--- src/rtl/detector_sequencia_param.sv ---
// rtl/detector_sequencia_param.sv - runtime-loadable serial pattern detector
// Shift history plus a fill level; matches only once N valid bits are held.
module detector_sequencia_param #(
  parameter int                          LARGURA_PADRAO = 4,
  parameter int                          LARGURA_CONT   = 8,
  parameter logic [LARGURA_PADRAO-1:0]   PADRAO_RESET   = 4'b1011
) (
  input  logic                                   clk,
  input  logic                                   rst,
  input  logic                                   en,
  input  logic                                   entrada,
  input  logic                                   carregar,
  input  logic [LARGURA_PADRAO-1:0]              padrao_in,
  input  logic                                   sobrepor,
  input  logic                                   limpar_cont,
  output logic                                   saida,
  output logic [LARGURA_CONT-1:0]                contagem,
  output logic                                   saturado,
  output logic [$clog2(LARGURA_PADRAO+1)-1:0]    saida_estado
);

  localparam int                  LE         = $clog2(LARGURA_PADRAO + 1);
  localparam logic [LE-1:0]       FILL_CHEIO = LE'(LARGURA_PADRAO);
  localparam logic [LARGURA_CONT-1:0] CONT_MAX = '1;

  logic [LARGURA_PADRAO-1:0] padrao_q, padrao_d;
  logic [LARGURA_PADRAO-1:0] hist_q, hist_d;
  logic [LE-1:0]             fill_q, fill_d;
  logic                      saida_q, saida_d;
  logic [LARGURA_CONT-1:0]   contagem_q, contagem_d;

  logic [LARGURA_PADRAO-1:0] cand;
  logic [LE-1:0]             fill_n;
  logic                      casamento;

  always_comb begin
    cand       = {hist_q[LARGURA_PADRAO-2:0], entrada};
    fill_n     = (fill_q == FILL_CHEIO) ? FILL_CHEIO : fill_q + LE'(1);
    // A zero history that happens to equal the pattern must not match early.
    casamento  = en && !carregar && (fill_n == FILL_CHEIO) && (cand == padrao_q);

    padrao_d   = padrao_q;
    hist_d     = hist_q;
    fill_d     = fill_q;
    saida_d    = 1'b0;
    contagem_d = contagem_q;

    if (carregar) begin
      padrao_d = padrao_in;
      hist_d   = '0;
      fill_d   = '0;
    end else if (en) begin
      hist_d  = cand;
      saida_d = casamento;
      if (casamento) begin
        fill_d = sobrepor ? FILL_CHEIO : '0;
      end else begin
        fill_d = fill_n;
      end
    end

    if (limpar_cont) begin
      contagem_d = '0;
    end else if (casamento && (contagem_q != CONT_MAX)) begin
      contagem_d = contagem_q + LARGURA_CONT'(1);
    end
  end

  always_ff @(posedge clk) begin
    if (rst) begin
      padrao_q   <= PADRAO_RESET;
      hist_q     <= '0;
      fill_q     <= '0;
      saida_q    <= 1'b0;
      contagem_q <= '0;
    end else begin
      padrao_q   <= padrao_d;
      hist_q     <= hist_d;
      fill_q     <= fill_d;
      saida_q    <= saida_d;
      contagem_q <= contagem_d;
    end
  end

  assign saida        = saida_q;
  assign contagem     = contagem_q;
  assign saturado     = &contagem_q;
  assign saida_estado = fill_q;

endmodule
--- config.mk ---
export PLATFORM = sky130hd
export DESIGN_NAME = detector_sequencia_param
export DESIGN_NICKNAME = d
export VERILOG_FILES = /design/src/rtl/detector_sequencia_param.sv
export SDC_FILE = /design/constraint.sdc
export NUM_CORES = 1
export LEC_CHECK = 0
export ABC_AREA = 1
export CAP_MARGIN = 20
export CORE_ASPECT_RATIO = 0.8
export CORE_UTILIZATION = 40
export DETAILED_ROUTE_END_ITERATION = 10
export GPL_TIMING_DRIVEN = 0
export MAX_ROUTING_LAYER = met4
export PLACE_DENSITY = 0.65
export SETUP_SLACK_MARGIN = 0.05
export SLEW_MARGIN = 15
export SYNTH_ARGS = -nofsm -noshare
export SYNTH_HDL_FRONTEND = slang
export SYNTH_SLANG_ARGS = --single-unit
--- constraint.sdc ---
create_clock -name clk -period 1.8 [get_ports clk]
set_input_delay 0.18 -clock clk [delete_from_list [all_inputs] [get_ports clk]]
set_output_delay 0.18 -clock clk [all_outputs]
set_load 0.02 [all_outputs]
# Word level (Yosys, flattened, before mapping)
# Cells that the tools add are included.
totals:
  reg_bits: 19
op_classes:
  addsub: 2
  eq_ne: 4
  mux: 3
  n_bitwise: 1
  n_reduce_logical: 9
ops:
  columns: ["operator", "count"]
  rows:
  - ["$mux W3", 3]
  - ["$add A8 B1 Y8 const B", 1]
  - ["$ne A8 B8 Y1 const B", 1]
  - ["$reduce_and A8 Y1", 1]
  - ["$eq A3 B3 Y1 const B", 2]
  - ["$eq A4 B4 Y1", 1]
  - ["$logic_and A1 B1 Y1", 4]
  - ["$reduce_or A2 Y1", 2]
  - ["$add A3 B1 Y3 const B", 1]
  - ["$reduce_or A3 Y1", 1]
  - ["$logic_not A1 Y1", 1]
  - ["$not A1 Y1", 1]

# Longest topological paths before layout
# Gate-level depths: netlist (run 1).
depth:
  ltp_word: 6
  depth_mapped: 9
  depth_no_buf: 9

# Worst setup path before layout (run 1)
# No wires, ideal clock.
synth_path:
  kind: "reg-to-output"
  from: "register contagem_q[0] (netlist: contagem[0])"
  to: "output saturado"
  t_arrival_ps: 1418
  required_ps: 1620
  setup_slack_ps: 202
  stages_incl_launch_ff: 7
  n_path_buf: 1
  cell_sequence: "dfxtp_1 -> ha_1 -> nand2_2 -> nor3_2 -> nand3_2 -> buf_6 -> inv_1"
synth_between:
  elab_chain_cells: 1
synth_rtl:
  columns: ["element", "line", "rtl"]
  rows:
  - ["from (decl)", "30", "logic [LARGURA_CONT-1:0] contagem_q, contagem_d;"]
  - ["from (signal assigned)", "81", "contagem_q <= contagem_d;"]
  - ["$reduce_and A8 Y1", "87", "assign saturado = &contagem_q;"]
  - ["to (decl)", "18", "output logic saturado,"]
# No other way between the ends.

# Worst setup path after layout (run 1)
# Ends and elaborated chain as after synthesis.

==> flow_metrics.py, run 1 <==
metrics = {
    "cts": {
        "cts_buffers": 3,
        "cts_root_buf": "clkbuf_4",
        "cts_hold_buf": 0,
        "cts.sinks": 19,
        "cts_max_path_buffers": 2,
        "clk_latency_ns": 0.30,
        "cts_tree": "yes",
        "h-tree-depth": 1,
        "clk_pin_slew_worst_paths_ns": 0.11,
    },
    "timing": {
        "grt_setup_unrepaired": "true",
        "drv_slew": 0,
        "slew_headroom_pct": 75.1,
        "finalCritPeriodShare_pct": 94.0,
        "timing.fmax_ghz": 0.591,
        "setup_viol": 0,
        "period_needed_ns": 1.69,
        "finalSetupTns_ns": 0,
        "worstMarginPinSlew_ns": 0.372,
        "finalClockSkew_ns": 0.00744,
        "finalHoldViolCount": 0,
    },
    "worst_hold_path": {
        "hold_path.class": "in2reg",
    },
    "critical_path": {
        "start_kind": "register",
        "worstPathArrival_ns": 1.51,
        "cp_max_fo": 10,
        "worstSetupEndpointType": "output port",
        "required_ns": 1.62,
        "worstSetupPathType": "reg2out",
    },
    "global_route": {
        "grt_pass1_wl_um": 4060,
        "grt.overflow.total": 0,
        "grt_pass1_vias": 952,
        "antenna_found_initial": 0,
        "grtUsageTotal_pct": 18.4,
        "grt_max_degree": 11,
    },
    "logic_synthesis": {
        "yosys-top-cells-area": "dfxtp_1, nand2_1, inv_1",
        "synth_edf_count": 0,
        "synthCells": 161,
        "syn_nets": 175,
        "syn_area_sq_um": 1090,
        "yosys.area.top_type": "dfxtp_1",
        "synth_flop_cell": "dfxtp_1",
        "syn_avg_cell_area_sq_um": 6.77,
        "ys_types": 22,
        "synthMostInstantiatedCell": "nand2_1",
        "ys_seq_area_share_pct": 34.9,
        "async_flop_share_pct": 0,
        "yosysWarnings": 0,
        "synth-seq-cells": 19,
        "netlist.area_leader.share_pct": 34.9,
        "synthTopCellsByCount": "nand2_1, inv_1, dfxtp_1",
    },
    "power": {
        "power_density_nw_per_um2": 538,
        "p_leak_nw": 0.605,
        "vdd_drop_max_mv": 0.556,
    },
    "die": {
        "die_h_um": 48.7,
        "start_util_pct": 43.2,
        "core_area_sq_um": 2520,
        "die_w_um": 60.4,
        "die-area_sq_um": 2940,
        "io_pins": 24,
        "std_cell_rows": 16,
    },
    "finish": {
        "drive_gt1_share_pct": 13.7,
        "diodes": 0,
        "fin_nets": 205,
        "area_delta_synth_final_pct": 31.3,
        "design_area_sq_um": 1430,
    },
    "place": {
        "finalWeightedCongestion": 0.794,
        "dp_hpwl_um": 1730,
        "io_buffers": 23,
        "placed_area_sq_um": 1370,
    },
    "run_status": {
        "outcome": "finished clean",
    },
    "drt": {
        "antenna_left": 0,
        "drc": 0,
        "routed_wl_um": 2300,
        "drt_iter0_markers": 49,
        "first_pass_iters": 4,
        "drt-vias-per-instance": 4.69,
        "wire_per_inst_um": 10.2,
        "num_vias": 1060,
    },
    "flow_run": {
        "max-cap-violations": 0,
    },
}
## worst max-delay path, cell delays in order (launching register included)
cell and delay [ns]:
dfxtp_2 0.37, ha_4 0.15, nand2_2 0.08, nor3_4 0.19
nand3_2 0.10, buf_6 0.16, inv_1 0.05, buf_4 0.13
## flip-flops by register name (all words and copies together), names as in the netlist
name / count
padrao_q: 4
hist_q: 3
contagem: 8
saida_estado: 3
saida: 1
## power breakdown
group	internal, mW	switching (mW)
Clock	0.0863	0.134
Sequential	0.432	0.00832
Combinational	0.0489	0.0612
## through the flow
stage | util (%) | power (mW) | hold slack [ns] | worst slack [ns] | std cells
2_1_floorplan | - | 0.512 | 0.252 | 0.202 | 161
4_1_cts | 56.1 | 0.774 | 0.465 | 0.0523 | 226
6_report | 56.7 | 0.771 | 0.468 | 0.108 | 226
5_1_grt | 56.7 | 0.813 | 0.498 | 0.0231 | 226
3_5_place_dp | 54.1 | 0.558 | 0.477 | -0.216 | 220
3_3_place_gp | 54.1 | 0.556 | 0.471 | -0.226 | 220
## per-layer routing
layer | share of wire [%] | vias to the layer above | routed length (um) | track usage, %
li1 | - | 567 | - | -
met2 | 41 | 30 | 950 | 26.7
met4 | 0.65 | 0 | 15 | 2.71
met5 | 0 | - | 0 | -
met1 | 52 | 461 | 1200 | 26.0
met3 | 5.8 | 2 | 134 | 4.81
## cell usage in the layout, fill, tap and decap left out, drive strengths merged, types with 5 or more instances in the layout
master,Yosys,final
nand2,43,43
inv,25,25
nor2,16,16
a21oi,17,17
o21ai,8,8
buf,2,5
nand3,17,17
dfxtp,19,19
clkdlybuf4s50,0,22
## area by class of cell
type	instances	area [sq um]
Multi-Input combinational cell	115	622
Inverter	25	93.8
Fill cell	271	1090
Timing Repair Buffer	25	243
Tap cell	36	45.0
Buffer	2	16.3
Sequential cell	19	385
Clock buffer	4	26.3
## repair_timing
item,CTS,global route
setup endpoints to repair,1,8
resized for setup,9,4
setup buffers,2,0
pin swaps,0,1
gates cloned,0,0
## cells by family (layout without fill, tap and decap cells)
group	after synthesis	after routing	share of synthesized area, %
fa+ha+maj	3	3	3.44
flops	19	19	34.9
simple gates	80	80	34.7
compound gates	27	27	12.9
buf+inv	27	56	10.1
xor+xnor	5	5	4.02
## final timing paths
check / slack (ns) / to / startpoint / cells after the start
worst min register to register: 0.49 / padrao_q[1] / padrao_q[1] / 2
worst min-delay path: 0.47 / padrao_q[3] / padrao_in[3] / 3
worst max-delay path: 0.11 / saturado / contagem[0] / 7
worst max register to register: 0.21 / contagem[1] / saida_estado[0] / 7
Note: power is estimated with default switching activity, not from simulation.
==> run 2: changes to the inputs <==
--- a/config.mk
+++ b/config.mk
@@ -6,6 +6,7 @@
 export NUM_CORES = 1
 export LEC_CHECK = 0
 export ABC_AREA = 1
+export ABC_CLOCK_PERIOD_IN_PS = 1800
 export CAP_MARGIN = 20
 export CORE_ASPECT_RATIO = 0.8
 export CORE_UTILIZATION = 40
==> results of run 2 <==
Final layout, timing and power as in run 1 (identical DEF).
==> run 3: changes to the inputs <==
--- a/config.mk
+++ b/config.mk
@@ -13,8 +13,9 @@
 export DETAILED_ROUTE_END_ITERATION = 10
 export GPL_TIMING_DRIVEN = 0
 export MAX_ROUTING_LAYER = met4
-export PLACE_DENSITY = 0.65
+export PLACE_DENSITY = 0.73
 export SETUP_SLACK_MARGIN = 0.05
+export SKIP_CTS_REPAIR_TIMING = 1
 export SLEW_MARGIN = 15
 export SYNTH_ARGS = -nofsm -noshare
 export SYNTH_HDL_FRONTEND = slang
==> run 3 against run 2 <==
Non-clock buffer count rose by 1. Final cell count increased by 0.44%. Setup slack better by 0.0019 ns. Critical path depth did not move. Flip-flop and latch count unchanged. Die area unchanged. Power decreased by 1.2%. Clock-buffer cell count fell by 1. Via count is 0.38% higher. Highest routed layer unchanged.
==> flow_metrics.py, run 3 (synthesized netlist as in run 1, its figures left out) <==
metrics = {
    "finish": {
        "layout_commonest_cell": "nand2_1",
        "multiInputGateArea_sq_um": 618,
        "drive_gt1_share_pct": 14.1,
        "area_delta_synth_final_pct": 32.3,
        "fin_nets": 206,
        "fillerInstances": 246,
        "final_cell_mix": "nand2_1, inv_1, clkdlybuf4s50_1, a21oi_1, dfxtp_1",
        "diodes": 0,
        "largest_reg_flops": 8,
        "seq_area_sq_um": 390,
    },
    "die": {
        "die_w_um": 60.4,
        "die-area_sq_um": 2940,
        "core_area_sq_um": 2520,
        "die_h_um": 48.7,
        "io_pins": 24,
        "std_cell_rows": 16,
        "start_util_pct": 43.2,
    },
    "critical_path": {
        "crit_path_start": "contagem[0]",
        "critPathMaxStageDelay_ns": 0.38,
        "worstSetupEndpointType": "output port",
        "start_kind": "register",
        "slowest_stage": "dfxtp_4",
        "required_ns": 1.62,
        "r2r-start": "saida_estado[0]",
        "rr_worst_depth": 7,
        "cp_num_cells": 7,
        "worstPathArrival_ns": 1.51,
        "endpoint": "saturado",
        "r2r_end": "contagem[1]",
        "ff2ff_setup_slack_ns": 0.21,
        "worstSetupPathType": "reg2out",
        "crit_buf_inv": 3,
        "worstPathCellList": "ha_4 -> nand2_2 -> nor3_4 -> nand3_2 -> buf_6 -> inv_1 -> buf_4",
        "cp_max_fo": 3,
        "crit_family": "simple AND/OR/NAND/NOR gates",
    },
    "power": {
        "power_density_nw_per_um2": 528,
        "total_power_mw": 0.761,
        "p_leak_nw": 0.612,
        "vdd_drop_max_mv": 0.311,
    },
    "cts": {
        "cts_max_path_buffers": 2,
        "cts.sinks": 19,
        "cts_root_buf": "clkbuf_4",
        "cts_buffers": 3,
        "cts_tree": "yes",
        "clk_pin_slew_worst_paths_ns": 0.11,
        "h-tree-depth": 1,
        "clk_latency_ns": 0.30,
    },
    "drt": {
        "drt-vias-per-instance": 4.69,
        "routed_wl_um": 2480,
        "drt_iter0_markers": 44,
        "first_pass_iters": 4,
        "num_vias": 1064,
        "wire_per_inst_um": 10.9,
        "antenna_left": 0,
        "drc": 0,
    },
    "place": {
        "finalWeightedCongestion": 0.779,
        "io_buffers": 23,
        "dp_hpwl_um": 1840,
    },
    "flow_run": {
        "max-cap-violations": 0,
    },
    "timing": {
        "setup_viol": 0,
        "timing.fmax_ghz": 0.592,
        "grt_setup_unrepaired": "true",
        "finalClockSkew_ns": 0.00552,
        "slew_headroom_pct": 76.3,
        "finalCritPeriodShare_pct": 93.9,
        "finalSetupTns_ns": 0,
        "drv_slew": 0,
        "worstMarginPinSlew_ns": 0.354,
        "period_needed_ns": 1.69,
        "finalHoldViolCount": 0,
    },
    "worst_hold_path": {
        "hold_path.class": "in2reg",
        "min_from": "padrao_in[3]",
    },
    "global_route": {
        "grtUsageTotal_pct": 18.5,
        "grt.overflow.total": 0,
        "grt_pass1_wl_um": 4060,
        "grt_max_degree": 12,
        "antenna_found_initial": 0,
        "grt_pass1_vias": 972,
    },
    "run_status": {
        "outcome": "finished clean",
    },
}
## run 3: routing by layer
metal,GRT usage [%],wire (um)
met5,-,0
met2,29.5,1180
met4,3.49,14
met3,4.81,113
met1,23.4,1180
## run 3: worst min path at each step
stage	end	slack [ns]	depth (start not counted)
after global routing	padrao_q[3]	0.49	3
after CTS	padrao_q[3]	0.47	3
final	padrao_q[3]	0.49	3
after detailed placement	padrao_q[1]	0.49	2
after floorplan	saida	0.25	1
after global placement	padrao_q[1]	0.47	2
## run 3: metrics by stage
step	setup slack (ns)	util, %	std cells	hold WS (ns)	area (sq um)
finish	0.110	57.1	227	0.487	1440
global route	0.0356	57.1	227	0.491	1440
CTS	-0.594	55.2	224	0.475	1390
detailed placement	-0.238	54.1	220	0.488	1370
floorplan	0.202	-	161	0.252	1090
global placement	-0.232	54.1	220	0.466	1370
## run 3: power breakdown
part	switching, mW	internal [mW]	leakage (nW)
logic	0.0609	0.0485	0.437
clock network	0.132	0.0827	0.0177
registers	0.00884	0.429	0.157
total	0.202	0.560	0.612
## run 3: worst register-to-register path, stage by stage (launching register included)
cell,delay [ns]
dfxtp_2,0.37
inv_1,0.07
ha_1,0.33
a21oi_1,0.16
nand3_2,0.12
nor2_4,0.22
nand3_1,0.11
a21oi_1,0.14
## run 3: final cells by class
class,instances,share of cell area (%)
multi-input cells,115,42.9
flip-flops and latches,19,27.1
plain buffers,2,1.13
repair buffers,26,17.4
clock buffers,3,1.56
inverters,25,6.51
well taps,36,3.13
clock inverters,1,0.347
